<file path="config.mk">
export PLATFORM = sky130hd
export DESIGN_NAME = fcmp_pipe
export DESIGN_NICKNAME = d
export VERILOG_FILES = /design/src/rtl/fcmp_pkg.sv /design/src/rtl/fcmp_class.sv /design/src/rtl/fcmp_pipe.sv
export SDC_FILE = /design/constraint.sdc
export NUM_CORES = 1
export LEC_CHECK = 0
export CAP_MARGIN = 20
export CORE_ASPECT_RATIO = 1.2
export CORE_MARGIN = 3
export CORE_UTILIZATION = 44
export CTS_CLUSTER_DIAMETER = 40
export DETAILED_ROUTE_END_ITERATION = 10
export GPL_TIMING_DRIVEN = 0
export PLACE_DENSITY_LB_ADDON = 0.25
export SLEW_MARGIN = 25
export SYNTH_ARGS = -nofsm -noshare
export SYNTH_HDL_FRONTEND = slang
export SYNTH_SLANG_ARGS = --single-unit
</file>
<file path="constraint.sdc">
create_clock -name clk -period 3 [get_ports clk]
set_input_delay 0.75 -clock clk [delete_from_list [all_inputs] [get_ports clk]]
set_output_delay 0.75 -clock clk [all_outputs]
set_load 0.005 [all_outputs]
</file>
<file path="src/rtl/fcmp_pkg.sv">
// Shared definitions for the pipelined floating-point compare unit:
// operation encodings and the canonical quiet-NaN pattern.
package fcmp_pkg;

  localparam int FCMP_OP_W  = 3;
  localparam int FCMP_MAX_W = 128;

  typedef enum logic [FCMP_OP_W-1:0] {
    FCMP_LT  = 3'b000,
    FCMP_LE  = 3'b001,
    FCMP_EQ  = 3'b010,
    FCMP_MIN = 3'b011,
    FCMP_MAX = 3'b100
  } fcmp_op_t;

  // {sign 0, exponent all ones, fraction MSB set, rest zero}; callers truncate to their width
  function automatic logic [FCMP_MAX_W-1:0] fcmp_canon_nan(input int exp_w, input int man_w);
    logic [FCMP_MAX_W-1:0] r;
    r = '0;
    for (int i = 0; i < exp_w; i++) r[man_w + i] = 1'b1;
    r[man_w - 1] = 1'b1;
    return r;
  endfunction

endpackage

</file>
<file path="src/rtl/fcmp_class.sv">
// Combinational operand classification and sign-magnitude ordering.
// NaN detection is present only when FCMP_NAN_EN is defined.
module fcmp_class
  import fcmp_pkg::*;
#(
  parameter int EXP_W = 8,
  parameter int MAN_W = 23
) (
  input  logic [EXP_W+MAN_W:0] a,
  input  logic [EXP_W+MAN_W:0] b,
  output logic                 lt,
  output logic                 eq,
  output logic                 nan_a,
  output logic                 nan_b
);

  localparam int W = 1 + EXP_W + MAN_W;

  logic           sa, sb;
  logic [W-2:0]   ma, mb;
  logic           zero_a, zero_b;

  assign sa     = a[W-1];
  assign sb     = b[W-1];
  assign ma     = a[W-2:0];
  assign mb     = b[W-2:0];
  assign zero_a = (a[W-2:MAN_W] == '0) && (a[MAN_W-1:0] == '0);
  assign zero_b = (b[W-2:MAN_W] == '0) && (b[MAN_W-1:0] == '0);

  // Exponent and fraction concatenated order identically to the value magnitude
  always_comb begin
    lt = 1'b0;
    eq = 1'b0;
    if (zero_a && zero_b) begin
      eq = 1'b1;
    end else if (sa != sb) begin
      lt = sa;
    end else if (!sa) begin
      lt = (ma < mb);
      eq = (ma == mb);
    end else begin
      lt = (ma > mb);
      eq = (ma == mb);
    end
  end

`ifdef FCMP_NAN_EN
  assign nan_a = (&a[W-2:MAN_W]) && (|a[MAN_W-1:0]);
  assign nan_b = (&b[W-2:MAN_W]) && (|b[MAN_W-1:0]);
`else
  assign nan_a = 1'b0;
  assign nan_b = 1'b0;
`endif

endmodule

</file>
<file path="src/rtl/fcmp_pipe.sv">
// Two-stage valid/ready floating-point compare (LT/LE/EQ/MIN/MAX).
// NaN handling is enabled by defining FCMP_NAN_EN; otherwise every pattern is ordered.
module fcmp_pipe
  import fcmp_pkg::*;
#(
  parameter int EXP_W = 8,
  parameter int MAN_W = 23,
  parameter int TAG_W = 5
) (
  input  logic                 clk,
  input  logic                 rst,
  input  logic                 in_valid,
  output logic                 in_ready,
  input  logic [FCMP_OP_W-1:0] in_op,
  input  logic [EXP_W+MAN_W:0] in_a,
  input  logic [EXP_W+MAN_W:0] in_b,
  input  logic [TAG_W-1:0]     in_tag,
  output logic                 out_valid,
  input  logic                 out_ready,
  output logic [EXP_W+MAN_W:0] out_data,
  output logic [TAG_W-1:0]     out_tag,
  output logic                 out_inv
);

  localparam int W = 1 + EXP_W + MAN_W;
  localparam logic [W-1:0] CANON_NAN = W'(fcmp_canon_nan(EXP_W, MAN_W));

  logic                 vld_p1, vld_p2;
  logic [FCMP_OP_W-1:0] op_p1;
  logic [W-1:0]         a_p1, b_p1;
  logic [TAG_W-1:0]     tag_p1;
  logic                 lt_p1, eq_p1, nan_a_p1, nan_b_p1;
  logic [W-1:0]         data_p2;
  logic [TAG_W-1:0]     tag_p2;
  logic                 inv_p2;

  logic                 lt_c, eq_c, nan_a_c, nan_b_c;
  logic                 s2_free, s1_advance, accept;
  logic                 any_nan;
  logic [W-1:0]         res_data;
  logic                 res_inv;

  assign s2_free    = !vld_p2 || out_ready;
  assign s1_advance = vld_p1 && s2_free;
  assign in_ready   = !vld_p1 || s1_advance;
  assign accept     = in_valid && in_ready;

  // Stage 1: classify and order the operands
  fcmp_class #(
    .EXP_W (EXP_W),
    .MAN_W (MAN_W)
  ) u_class (
    .a     (in_a),
    .b     (in_b),
    .lt    (lt_c),
    .eq    (eq_c),
    .nan_a (nan_a_c),
    .nan_b (nan_b_c)
  );

  always_ff @(posedge clk) begin
    if (accept) begin
      op_p1    <= in_op;
      a_p1     <= in_a;
      b_p1     <= in_b;
      tag_p1   <= in_tag;
      lt_p1    <= lt_c;
      eq_p1    <= eq_c;
      nan_a_p1 <= nan_a_c;
      nan_b_p1 <= nan_b_c;
    end
  end

  // Stage 2: op select; MIN favours a and MAX favours b on equality
  always_comb begin
    any_nan  = nan_a_p1 || nan_b_p1;
    res_data = '0;
    res_inv  = any_nan;
    case (op_p1)
      FCMP_LT: res_data[0] = lt_p1 && !any_nan;
      FCMP_LE: res_data[0] = (lt_p1 || eq_p1) && !any_nan;
      FCMP_EQ: res_data[0] = eq_p1 && !any_nan;
      FCMP_MIN: begin
        if (nan_a_p1 && nan_b_p1) res_data = CANON_NAN;
        else if (nan_a_p1)        res_data = b_p1;
        else if (nan_b_p1)        res_data = a_p1;
        else                      res_data = (lt_p1 || eq_p1) ? a_p1 : b_p1;
      end
      FCMP_MAX: begin
        if (nan_a_p1 && nan_b_p1) res_data = CANON_NAN;
        else if (nan_a_p1)        res_data = b_p1;
        else if (nan_b_p1)        res_data = a_p1;
        else                      res_data = (lt_p1 || eq_p1) ? b_p1 : a_p1;
      end
      default: begin
        res_data = '0;
        res_inv  = 1'b1;
      end
    endcase
  end

  always_ff @(posedge clk or posedge rst) begin
    if (rst) begin
      vld_p1  <= 1'b0;
      vld_p2  <= 1'b0;
      data_p2 <= '0;
      tag_p2  <= '0;
      inv_p2  <= 1'b0;
    end else begin
      if (in_ready) vld_p1 <= in_valid;
      if (s2_free)  vld_p2 <= vld_p1;
      if (s1_advance) begin
        data_p2 <= res_data;
        tag_p2  <= tag_p1;
        inv_p2  <= res_inv;
      end
    end
  end

  assign out_valid = vld_p2;
  assign out_data  = data_p2;
  assign out_tag   = tag_p2;
  assign out_inv   = inv_p2;

endmodule

</file>
==> impl_results.md <==
- Die width: 103 microns
- Fmax: 376 MHz
- Die height: 123 microns
- Initial core utilization: 46.3%
- Worst Max-Slew Pin Slew: 0.521 ns
- Syn_nets: 497
- Layout Skew: 0.00697 ns
- Post-route antenna net violation count: 0
- Worst EP required: 3.14 ns
- Post-DP HPWL: 9.27 mm
- DR DRC count: 0
- Ys async rst share: 35.1%
- FP Rows: 41
- Crit-path max cell delay: 0.56 ns
- Final worst setup slack: 0.342 ns
- Seq/Total Area, Yosys: 64.6%
- Slew Viols, Final: 0
- Initial drt markers: 174
- CP Max Fanout: 3
- Initial antenna violation count: 0
- Share of the synthesized area in the top cell type: 44.6%
- # Post-CTS Setup Buffers: 0
- Inserted Clock Buffers: 17
- Core footprint: 10800 sq um
- Synthesized area: 4990 sq um
- Port bufs: 115
- ANT cells: 0
- Crit path cell chain: clkdlybuf4s50_1, inv_1, ha_1, nand4_4, nor4_4, a22oi_1, o211ai_2, o21ba_2, a211oi_2
- H-tree depth: 4
- Hold WS: 0.478 ns
- Maxcap violations: 0
- Yosys reg bits: 114
- Post-synth EDFFs: 74
- Total Routing Usage GR: 21.1%
- CTS max path bufs: 2
- Slew margin rel.: 64.9%
- WP data arrival: 2.80 ns
- 1st-pass router iterations: 5
- Vias in the first global route: 3777
- Hold Crit Class: reg2reg
- Final core occ: 64.5%
- Worst R2R Setup Slack: 1.12 ns
- DR vias/cell: 5.46
- Clock Latency Late Sink: 0.41 ns
- RSZ-0062 raised after global routing: no
- DRT Wirelength: 12.5 mm
- TritonCTS clock tree: built
- CTS Hold Bufs: 0
- PD cells: 643 nW/um^2
- Shortest period the worst path allows: 2.66 ns
- Max IR drop VDD: 357 uV
- Global-route wire length before repair: 19.5 mm
- Vias: 3649
- Final setup fails: 0
- GRT overflow: 0
- IO Pins: 116
- Final nets: 633
- Placed Area: 6350 sq um
- Final hold vios: 0
- Clock sinks: 114
- Leak: 2.74 nW
- CTS resizes: 0
- Cell taking the most area after synthesis: edfxtp_1
- CP max-delay cell: clkdlybuf4s50_1
- GP Congestion: 0.823
- Fin Setup TNS: 0 ns
- Syn-to-layout area delta: 39.3%
- Commonest cells in the netlist: 74 x edfxtp_1, 45 x nand2_1, 40 x dfrtp_1
- Netlist cell types: 38
- Fraction of layout cells with a size suffix above 1: 9.65%
- Final period utilization: 88.6%
- Largest net degree at the start of global routing: 43
- Die area: 12700 sq um
- Cells after Synth: 390
- Crit path launch type: primary input
- Ys Warns: 0
- Ys flop type: edfxtp_1
- Setup CP Type: in2reg
- Wirelength per Cell: 18.7 microns
- Clock transition at path regs: 0.05 ns
- Status: finished, final reports clean
- Synth top area cells: edfxtp_1 45%, dfrtp_1 20%, ha_1 7.8%
- Worst setup EP type: register
- Clock root buffer: clkbuf_16
- Finished Cell Area: 6950 sq um
- Avg Inst Size Synth: 12.8 sq um
- Pre-CTS worst setup slack: -0.0700 ns
- Most instantiated library cell after synthesis: edfxtp_1
[layer usage]
metal	up-vias	track usage, %	part of all wire (%)
li1	1738	-	-
met1	1759	25.4	40
met2	131	35.2	52
met3	21	5.63	5.5
met4	0	9.64	2.3
met5	-	0	0
[cell usage in the layout (no fill, tap or decap), types with 2 or more instances in the layout]
cell type        instances
a211oi_1                 2
a21oi_1                 14
a22oi_1                 32
buf_2                    7
bufinv_16                2
clkbuf_1                11
clkbuf_16               17
clkbuf_8                 6
clkdlybuf4s50_1        115
clkinv_2                 2
dfrtp_1                 40
edfxtp_1                74
ha_1                    31
inv_1                   31
mux2_2                   5
mux2i_1                  2
nand2_1                 45
nand2b_1                 4
nand3_1                  5
nand3b_1                 3
nand4_1                  7
nor2_1                   7
nor4_1                  16
o21ai_0                 23
o21ai_1                 17
[area by class of cell]
type | count | area (sq um)
inverter | 32 | 120
sequential | 114 | 3220
fill | 849 | 3830
timing repair buffer | 117 | 1200
clock inverter | 4 | 70.1
multi-input combinational | 231 | 1590
tap | 129 | 161
buffer | 13 | 57.6
clock buffer | 28 | 527
[report_power, final]
part	total, mW	switching [mW]	leakage [nW]	internal, mW
Clock	2.00	0.653	0.295	1.35
Sequential	1.88	0.0564	1.24	1.82
Combinational	0.579	0.273	1.21	0.306
Total	4.46	0.983	2.74	3.48
[worst max-delay path: cells and delay by family]
kind	cells	cell delay, ns
AOI/OAI and AO/OA	4	0.50
and+or+nand+nor	2	0.55
buffers and inverters	2	0.63
adders and majority gates	1	0.36
[final timing paths]
path / startpoint / end / cells after the start
worst max-delay path: in_b[29] / lt_p1 / 9
worst min-delay path: out_inv / out_inv / 2
worst max register to register: eq_p1 / out_data[16] / 5
worst min register to register: out_inv / out_inv / 2
max in group asynchronous: rst / out_data[18] / 3
min in group asynchronous: rst / out_data[4] / 2
[cells by family (layout without fill, tap and decap cells)]
kind of cell | after synthesis | count (layout) | share of synthesized area, %
mux | 7 | 7 | 1.53
xor+xnor | 1 | 1 | 0.176
flops | 114 | 114 | 64.6
buf+inv | 45 | 194 | 3.56
compound gates | 98 | 98 | 12.4
fa+ha+maj | 31 | 31 | 7.78
simple gates | 94 | 94 | 9.88
[state kept, by name (all words and copies together) (netlist names)]
register and cells:
out_tag 5, tag_p1 5, out_inv 1, out_data 32, b_p1 32, op_p1 3, eq_p1 1, lt_p1 1
out_valid 1, vld_p1 1, a_p1 32
[metrics by stage]
| stage | power [mW] | std cells |
|---|---|---|
| 3_5_place_dp | 2.49 | 636 |
| 2_1_floorplan | 2.14 | 390 |
| 3_3_place_gp | 2.46 | 634 |
| 6_report | 4.46 | 668 |
| 5_1_grt | 4.63 | 668 |
| 4_1_cts | 4.50 | 668 |
Note: power is estimated with default switching activity, not from simulation.
==> RTL edit: new RTL, same settings <==
Reset style: synchronous (`rst`), changed in one clocked block.
--- a/src/rtl/fcmp_pipe.sv
+++ b/src/rtl/fcmp_pipe.sv
@@ -99,7 +99,7 @@
     endcase
   end
 
-  always_ff @(posedge clk or posedge rst) begin
+  always_ff @(posedge clk) begin
     if (rst) begin
       vld_p1  <= 1'b0;
       vld_p2  <= 1'b0;
Function: differs if rst is asserted again (counterexample within 4 cycles, from zero or initial values and one cycle with rst high); with rst held inactive, the same outputs for 10 cycles.
==> RTL edit against the unedited design <==
- sequential power down 3%
- power is 7.2% lower
- area after synthesis down 2.4%
- routed wire length increased by 0.74%
- sequential cell count stayed put
- maximum frequency decreased by 4.1%
- worst setup slack worse by 110 ps
- cell area fell by 2.8%
- register-to-register slack improved by 130 ps
- first-iteration DRC count is 31% higher
- critical path type is now input pin to output port
- largest cell class unchanged
- highest routed layer unchanged
==> RTL edit: results (changes against the unedited design) <==
[metrics] worst IR drop on VDD: 0.3464 mV (-3.0%)
[metrics] outcome: finished clean
[metrics] portion of the post-synthesis area used by sequential elements: 0.6211 (-0.02518)
[metrics] routed metal-1 wire length: 5075 um (+1.6%)
[metrics] detailed router's first-iteration violation count: 228 (+31%)
[metrics] worst setup skew after layout: 10.52 ps (+3.541 ps)
[metrics] antenna violations before repair: 0 (unchanged)
[metrics] Distinct cells, synth: 39 (+2.6%)
[metrics] wire length of the first global-routing pass: 19730 um (+0.99%)
[metrics] leading post-synthesis cells by instance count: 74 x sky130_fd_sc_hd__edfxtp_1, 42 x sky130_fd_sc_hd__nor2_1, 40 x sky130_fd_sc_hd__dfxtp_1
[metrics] DRT Pass-1 Iters: 4 (-1)
[metrics] vias per std cell: 5.543 (+1.5%)
[metrics] Placement Cell Area: 6200 um2 (-2.4%)
[metrics] count of buffers inserted at the top-level ports: 114 (-0.87%)
[metrics] data arrival time of the worst path: 2020 ps (-780 ps)
[metrics] clock-pin slew of the registers on the worst-case setup and hold paths: 50 ps (about the same)
[metrics] CP max stage delay: 460 ps (-100 ps)
[metrics] highest net fanout along the worst path: 5 (+2)
[metrics] FILL cells: 836 (-1.5%)
[metrics] fraction of registers with async set/reset: 0 (-0.3509)
[metrics] largest net degree at the start of global routing: 57 (+33%)
[metrics] synthesized instance count: 407 (+4.4%)
[metrics] fraction of post-synthesis cell area in the top cell type by area: 0.4566 (+0.01100)
[metrics] launching instance or port of the critical path: out_ready
[metrics] maximum count of clock buffers along a single path: 2 (unchanged)
[metrics] share of post-route cells with drive strength above 1: 0.08845 (-0.008027)
[metrics] net count reported at finish: 648 (+2.4%)
[metrics] gpl congestion: 0.8119 (-1.3%)
[metrics] final routed wirelength across all metal layers: 12580 um (+0.74%)
[metrics] Detailed Place HPWL: 9606 um (+3.7%)
[metrics] clock latency at the later pin of the worst-skew pair: 400 ps
[metrics] setup repair bufs after CTS: 0 (unchanged)
[metrics] Tot GR Track Use: 0.2127 (+0.001382)
[metrics] cell types with the largest area share after synthesis: sky130_fd_sc_hd__edfxtp_1 46%, sky130_fd_sc_hd__dfxtp_1 16%, sky130_fd_sc_hd__ha_1 8.0%, sky130_fd_sc_hd__a221oi_1 5.8%, sky130_fd_sc_hd__nor3_1 3.3%
[metrics] Vias: 3786 (+3.8%)
[metrics] Rel. slew slack: 0.6318 (-0.01743)
[metrics] Net Count, Synth: 514 (+3.4%)
[metrics] startpoint of the lowest-slack hold path: out_inv
[metrics] met3 routed wirelength: 655 um (-5.2%)
[metrics] DR top layer: met4
[metrics] path type of the worst setup path: input pin to output port
[metrics] detailed route wirelength on metal2: 6515 um (about the same)
RTL edit: cell count changes in the layout (fill, tap and decap cells not counted), moves of 22 or more:
cell                       unedited run  this run
sky130_fd_sc_hd__a221oi_1             1        32
sky130_fd_sc_hd__a22oi_1             32         1
sky130_fd_sc_hd__dfrtp_1             40         0
sky130_fd_sc_hd__dfxtp_1              0        40
sky130_fd_sc_hd__nand2_1             45        23
sky130_fd_sc_hd__nor2_1               7        42
sky130_fd_sc_hd__nor3_1               1        32
RTL edit: metrics by stage:
step	utilization	worst slack, ps
floorplan	-	714.1
global placement	0.5783	-65.90
CTS	0.6331	234.5
detailed placement	0.5810	-25.36
global route	0.6331	116.9
finish	0.6331	227.5
RTL edit: routing by layer:
layer,up-vias,global-route usage
met3,26,0.05808
met5,-,0
met2,125,0.3618
met4,0,0.08942
li1,1817,-
met1,1818,0.2504
RTL edit: area by class of cell:
| cell class | instances | area share |
|---|---|---|
| buffer | 18 | 0.01222 |
| clock buffer | 27 | 0.07446 |
| clock inverter | 5 | 0.007779 |
| inverter | 31 | 0.01723 |
| multi-input combinational | 244 | 0.2439 |
| sequential | 114 | 0.4475 |
| tap | 129 | 0.02389 |
| timing repair buffer | 115 | 0.1730 |
RTL edit: path summary, 6_finish.rpt:
path	to	slack, ps	cells after the start
min	out_inv	450	2
max reg2reg	out_data[11]	1250	5
min reg2reg	out_inv	450	2
max	in_ready	230	4
RTL edit: cells by family (layout without fill, tap and decap cells):
kind of cell,after synthesis,after routing,synth area share
AND/OR/NAND/NOR,139,139,0.1447
flip-flops,114,114,0.6211
AO/OA/AOI/OAI,71,71,0.1077
buffers and inverters,49,196,0.04087
adder cells (fa/ha/maj),31,31,0.07969
multiplexers,2,2,0.004113
XOR/XNOR,1,1,0.001800
RTL edit: report_power, final:
group / switching [mW] / internal, mW / total [mW]
sequential: 0.0389 / 1.78 / 1.82
clock: 0.629 / 1.22 / 1.85
combinational: 0.236 / 0.242 / 0.478
RTL edit: tightest hold or removal path: stages (launching register included):
cell and delay [ps]:
sky130_fd_sc_hd__dfxtp_1 300, sky130_fd_sc_hd__nand2_1 50, sky130_fd_sc_hd__a21oi_1 50
